--- config.mk ---
export PLATFORM = sky130hd
export DESIGN_NAME = regs_wport_arbiter
export DESIGN_NICKNAME = d
export VERILOG_FILES = /design/src/rtl/regs_wport_arbiter.sv
export SDC_FILE = /design/constraint.sdc
export NUM_CORES = 1
export LEC_CHECK = 0
export BUFFER_PORTS_ARGS = -buffer_cell sky130_fd_sc_hd__buf_4
export CAP_MARGIN = 20
export CORE_ASPECT_RATIO = 2
export CORE_MARGIN = 5
export CORE_UTILIZATION = 41
export DETAILED_ROUTE_END_ITERATION = 6
export GPL_TIMING_DRIVEN = 0
export PLACE_DENSITY = 0.76
export SYNTH_ARGS = -nofsm -noshare
export SYNTH_HDL_FRONTEND = slang
export SYNTH_SLANG_ARGS = --single-unit
--- constraint.sdc ---
create_clock -name clk -period 2 [get_ports clk]
set_input_delay 0.1 -clock clk [delete_from_list [all_inputs] [get_ports clk]]
set_output_delay 0.1 -clock clk [all_outputs]
set_load 0.05 [all_outputs]
--- src/rtl/regs_wport_arbiter.sv ---
// Shares the register-file write port between EX write-back (always wins) and JTAG accesses.
// Optional QED_MIRROR_EN: a JTAG write to x1..x15 is duplicated into x16..x31.
module regs_wport_arbiter #(
  parameter int unsigned STARVE_MAX = 4
) (
  input  logic        clk,
  input  logic        rst,
  input  logic        ex_we_i,
  input  logic [4:0]  ex_waddr_i,
  input  logic [31:0] ex_wdata_i,
  input  logic        jtag_req_i,
  input  logic        jtag_we_i,
  input  logic [4:0]  jtag_addr_i,
  input  logic [31:0] jtag_wdata_i,
  output logic        jtag_ack_o,
  output logic [31:0] jtag_rdata_o,
  input  logic [31:0] rf_rdata_i,
  output logic        rf_we_o,
  output logic [4:0]  rf_waddr_o,
  output logic [31:0] rf_wdata_o,
  output logic [4:0]  rf_jtag_addr_o,
  output logic        hold_ex_o
);

  typedef enum logic [1:0] {
    ST_IDLE   = 2'd0,
    ST_PEND   = 2'd1,
`ifdef QED_MIRROR_EN
    ST_MIRROR = 2'd2,
`endif
    ST_ACK    = 2'd3
  } state_t;

  state_t      state_q, state_d;
  logic        cap_we_q, cap_we_d;
  logic [4:0]  cap_addr_q, cap_addr_d;
  logic [31:0] cap_data_q, cap_data_d;
  logic [31:0] rdata_q, rdata_d;
  logic [3:0]  starve_q, starve_d;
  logic        hold_q, hold_d;
  logic        ack_q, ack_d;

  logic        ex_slot;
  logic        jtag_wr;
  logic [4:0]  jtag_waddr;
  logic [3:0]  starve_inc;
  logic        starve_hit;

  assign ex_slot    = ex_we_i && (ex_waddr_i != '0);
  assign starve_inc = (starve_q == 4'hF) ? starve_q : starve_q + 4'd1;
  assign starve_hit = ({28'd0, starve_inc} >= STARVE_MAX);

  always_comb begin
    state_d    = state_q;
    cap_we_d   = cap_we_q;
    cap_addr_d = cap_addr_q;
    cap_data_d = cap_data_q;
    rdata_d    = rdata_q;
    starve_d   = starve_q;
    hold_d     = hold_q;
    ack_d      = ack_q;
    jtag_wr    = 1'b0;
    jtag_waddr = cap_addr_q;

    case (state_q)
      ST_IDLE: begin
        if (jtag_req_i) begin
          cap_we_d   = jtag_we_i;
          cap_addr_d = jtag_addr_i;
          cap_data_d = jtag_wdata_i;
          state_d    = ST_PEND;
        end
      end
      ST_PEND: begin
        if (!cap_we_q) begin
          rdata_d = rf_rdata_i;
          state_d = ST_ACK;
        end else if (cap_addr_q == '0) begin
          state_d = ST_ACK;
        end else if (!ex_slot) begin
          jtag_wr  = 1'b1;
          starve_d = '0;
          hold_d   = 1'b0;
`ifdef QED_MIRROR_EN
          state_d  = cap_addr_q[4] ? ST_ACK : ST_MIRROR;
`else
          state_d  = ST_ACK;
`endif
        end else begin
          starve_d = starve_inc;
          hold_d   = starve_hit;
        end
      end
`ifdef QED_MIRROR_EN
      ST_MIRROR: begin
        if (!ex_slot) begin
          jtag_wr    = 1'b1;
          jtag_waddr = {1'b1, cap_addr_q[3:0]};
          state_d    = ST_ACK;
        end else begin
          starve_d = starve_inc;
          hold_d   = starve_hit;
        end
      end
`endif
      ST_ACK: begin
        if (!jtag_req_i) begin
          state_d = ST_IDLE;
          ack_d   = 1'b0;
        end
      end
      default: state_d = ST_IDLE;
    endcase

    // Every exit from PEND/MIRROR lands in ACK, so the ack and starvation clear share one place.
    if ((state_d == ST_ACK) && (state_q != ST_ACK)) begin
      ack_d    = 1'b1;
      starve_d = '0;
      hold_d   = 1'b0;
    end
  end

  always_comb begin
    if (jtag_wr) begin
      rf_we_o    = 1'b1;
      rf_waddr_o = jtag_waddr;
      rf_wdata_o = cap_data_q;
    end else begin
      rf_we_o    = ex_we_i;
      rf_waddr_o = ex_waddr_i;
      rf_wdata_o = ex_wdata_i;
    end
  end

  always_ff @(posedge clk or posedge rst) begin
    if (rst) begin
      state_q    <= ST_IDLE;
      cap_we_q   <= 1'b0;
      cap_addr_q <= '0;
      cap_data_q <= '0;
      rdata_q    <= '0;
      starve_q   <= '0;
      hold_q     <= 1'b0;
      ack_q      <= 1'b0;
    end else begin
      state_q    <= state_d;
      cap_we_q   <= cap_we_d;
      cap_addr_q <= cap_addr_d;
      cap_data_q <= cap_data_d;
      rdata_q    <= rdata_d;
      starve_q   <= starve_d;
      hold_q     <= hold_d;
      ack_q      <= ack_d;
    end
  end

  assign jtag_ack_o     = ack_q;
  assign jtag_rdata_o   = rdata_q;
  assign rf_jtag_addr_o = cap_addr_q;
  assign hold_ex_o      = hold_q;

endmodule

==> results_dict.tcl <==
set metrics [dict create \
    io_pins 188 \
    synth_area_mm2 0.00365 \
    grt_use_total_pct 20.4 \
    floorplan.die_area_mm2 0.0110 \
    ant_nets 0 \
    drc 0 \
    fin_util_pct 74.7 \
    wl_per_cell_um 18.6 \
    crit_path_start_kind "register" \
    grt_max_degree 42 \
    synth_cell_types 32 \
    avgSynthCellArea_um2 15.1 \
    clockRootBuffer "clkbuf_16" \
    seq_area_mm2 0.00196 \
    rsz0062_at_grt "yes" \
    start_util_pct 42.2 \
    p_comb_share_pct 56.0 \
    p_leak_nw 3.16 \
    die-height_um 143 \
    antenna_found_initial 1 \
    power.total_mw 10.1 \
    required_ns 1.90 \
    power_density_mw_per_mm2 1560 \
    clock.fmax_ghz 0.400 \
    h-tree-depth 3 \
    drive_gt1_share_pct 66.9 \
    dr.pass1.iters 6 \
    layout_common_cells "162 x buf_4, 75 x dfrtp_1, 69 x mux2_2" \
    ys_ff_latch 78 \
    slew_violations 0 \
    clkSinkCount 78 \
    area_growth_syn_to_layout_pct 77.1 \
    core-area_mm2 0.00865 \
    fin_nets 626 \
    fp-row-count 48 \
    multi_input_area_mm2 0.00161 \
    ir_drop_uv 1110 \
    clock_path_buffers 2 \
    design_area_mm2 0.00646 \
    relSlewSlack_pct 43.2 \
    seq_power_share_pct 28.3 \
    clkTransAtPathRegs_ns 0.06 \
    p_int_mw 5.82 \
    tightest_slew_ns 0.850 \
    cap_viol_max_count 0 \
    finalClockSkew_ns 0.00729 \
    violations "negative setup slack" \
    drtIter0Drc 88 \
    placed_cell_area_mm2 0.00520 \
    finalSetupViolations 37 \
    hp-class "in -> reg" \
    p_switching_mw 4.28 \
    ys_seq_area_share_pct 53.5 \
    fin_ws_ns -0.498 \
    syn_nets 354 \
    rr_worst_depth 4 \
    cts_made_buffers 9 \
    clk_latency_ns 0.33 \
    finalHoldViolCount 0 \
    cts_tree "built" \
    grt_pass1_vias 3405 \
    dieWidth_um 76.7 \
    hold_path_depth 2 \
    vias 3079 \
    endpoint_kind "primary output" \
    nFillCells 543 \
    overflow 0 \
    yosysWarningCount 0 \
    crit_type "reg -> out" \
    final_common_cell "buf_4" \
    outcome "complete, but fails checks" \
    clkPwrFrac_pct 15.7 \
    period_needed_ns 2.50 \
    dpl.hpwl_mm 7.95 \
    crit_fanout 6 \
    cp.arrival_ns 2.40 \
    netlist_instances 242 \
    grt_pass1_wl_mm 17.5 \
    port_buffers 187 \
    fin_crit_sh_pct 125 \
    swShare_pct 42.3 \
    vias_per_cell 4.98 \
    gp_congestion 0.751 \
    wl_mm 11.5 \
]
==> critical path, cell delays in order (launching register included) <==
cell	delay, ns
dfrtp_2	0.41
or4_4	0.53
o21ai_2	0.13
nand3b_1	0.13
buf_6	0.13
buf_12	0.13
clkbuf_16	0.15
mux2_4	0.30
buf_8	0.15
==> synthesized netlist by cell type <==
cell type	number	area, um2
nand3b_1	1	7.51
o21a_1	1	7.51
a21oi_1	2	10.0
nand2b_1	1	6.26
mux2_2	76	856
a21boi_0	1	7.51
nor3_1	2	10.0
o31ai_1	3	22.5
a21o_1	1	7.51
buf_2	5	25.0
o2bb2ai_1	2	17.5
a221oi_1	1	8.76
nor2b_1	1	6.26
o21bai_1	1	7.51
mux2_1	1	11.3
nand2_1	5	18.8
o21ba_2	1	10.0
or2_2	1	6.26
inv_1	3	11.3
dfrtp_1	78	1950
clkbuf_1	4	15.0
buf_12	3	60.1
buf_6	1	11.3
nor2_1	7	26.3
o21ai_0	1	5.00
or4_4	1	11.3
nand3_1	3	15.0
ha_1	1	12.5
o21ai_2	2	17.5
or4_1	1	7.51
a31oi_1	1	6.26
mux2_4	30	450
==> registers in the layout (all words and copies together), names as in the netlist <==
signal,cells
cap_data_q,32
cap_we_q,1
hold_ex_o,1
jtag_ack_o,1
jtag_rdata_o,32
rf_jtag_addr_o,5
starve_q,4
state_q,2
==> final timing paths <==
check	slack, ns	start	to
worst max-delay path	-0.50	rf_jtag_addr_o[1]	rf_wdata_o[5]
worst min-delay path	0.01	rf_rdata_i[30]	jtag_rdata_o[30]
worst max register to register	0.11	state_q[1]	cap_data_q[12]
worst min register to register	0.48	hold_ex_o	hold_ex_o
max in group asynchronous	0.78	rst	rf_jtag_addr_o[0]
min in group asynchronous	0.53	rst	jtag_rdata_o[11]
==> metrics by stage <==
| step | std cells | hold slack [ns] | TNS, ns | worst slack [ns] |
|---|---|---|---|---|
| 6_report | 618 | 0.0145 | -17.22 | -0.498 |
| 3_3_place_gp | 529 | 0.321 | -9.59 | -0.246 |
| 3_5_place_dp | 530 | 0.312 | -10.34 | -0.263 |
| 4_1_cts | 608 | 0.00146 | -18.73 | -0.554 |
| 2_1_floorplan | 242 | 0.221 | -4.94 | -0.145 |
| 5_1_grt | 618 | 0.00479 | -20.07 | -0.576 |
==> power groups by stage <==
stage          registers, mW  clock network [mW]  logic [mW]
4_1_cts                 2.85                1.63        5.52
3_5_place_dp            2.88                   0        5.11
6_report                2.86                1.58        5.66
3_3_place_gp            2.82                   0        5.01
2_1_floorplan           4.13                   0        2.32
5_1_grt                 2.96                1.70        5.90
==> layer usage <==
layer | track usage (%) | vias to the layer above | part of all wire [%]
met5 | 0 | - | 0
met2 | 39.6 | 122 | 60
met4 | 9.68 | 0 | 3.3
li1 | - | 1419 | -
met3 | 6.15 | 24 | 5.8
met1 | 18.9 | 1514 | 31
==> what timing repair did <==
item                                    in CTS  in global routing
pin swaps                                    1                  2
hold buffers                                56                  0
gates resized for setup                     49                  9
endpoints found under the hold margin       92                  0
setup buffers                                7                  8
endpoints found under the setup margin      57                 63
gates cloned                                 1                  2
==> final cells by class <==
cell class	count	share of cell area (%)
diodes	1	0.0387
plain buffers	13	1.74
clock buffers	10	3.70
clock inverters	4	0.755
inverters	3	0.232
multi-input cells	148	24.8
flip-flops and latches	78	30.3
well taps	100	1.94
repair buffers	261	36.5
==> kinds of logic after synthesis <==
| kind of cell | synth area share, % |
|---|---|
| fa+ha+maj | 0.343 |
| simple gates | 3.16 |
| flops | 53.5 |
| buf+inv | 3.36 |
| compound gates | 3.50 |
| mux | 36.1 |
No activity file was read; power rests on OpenSTA's default activity.
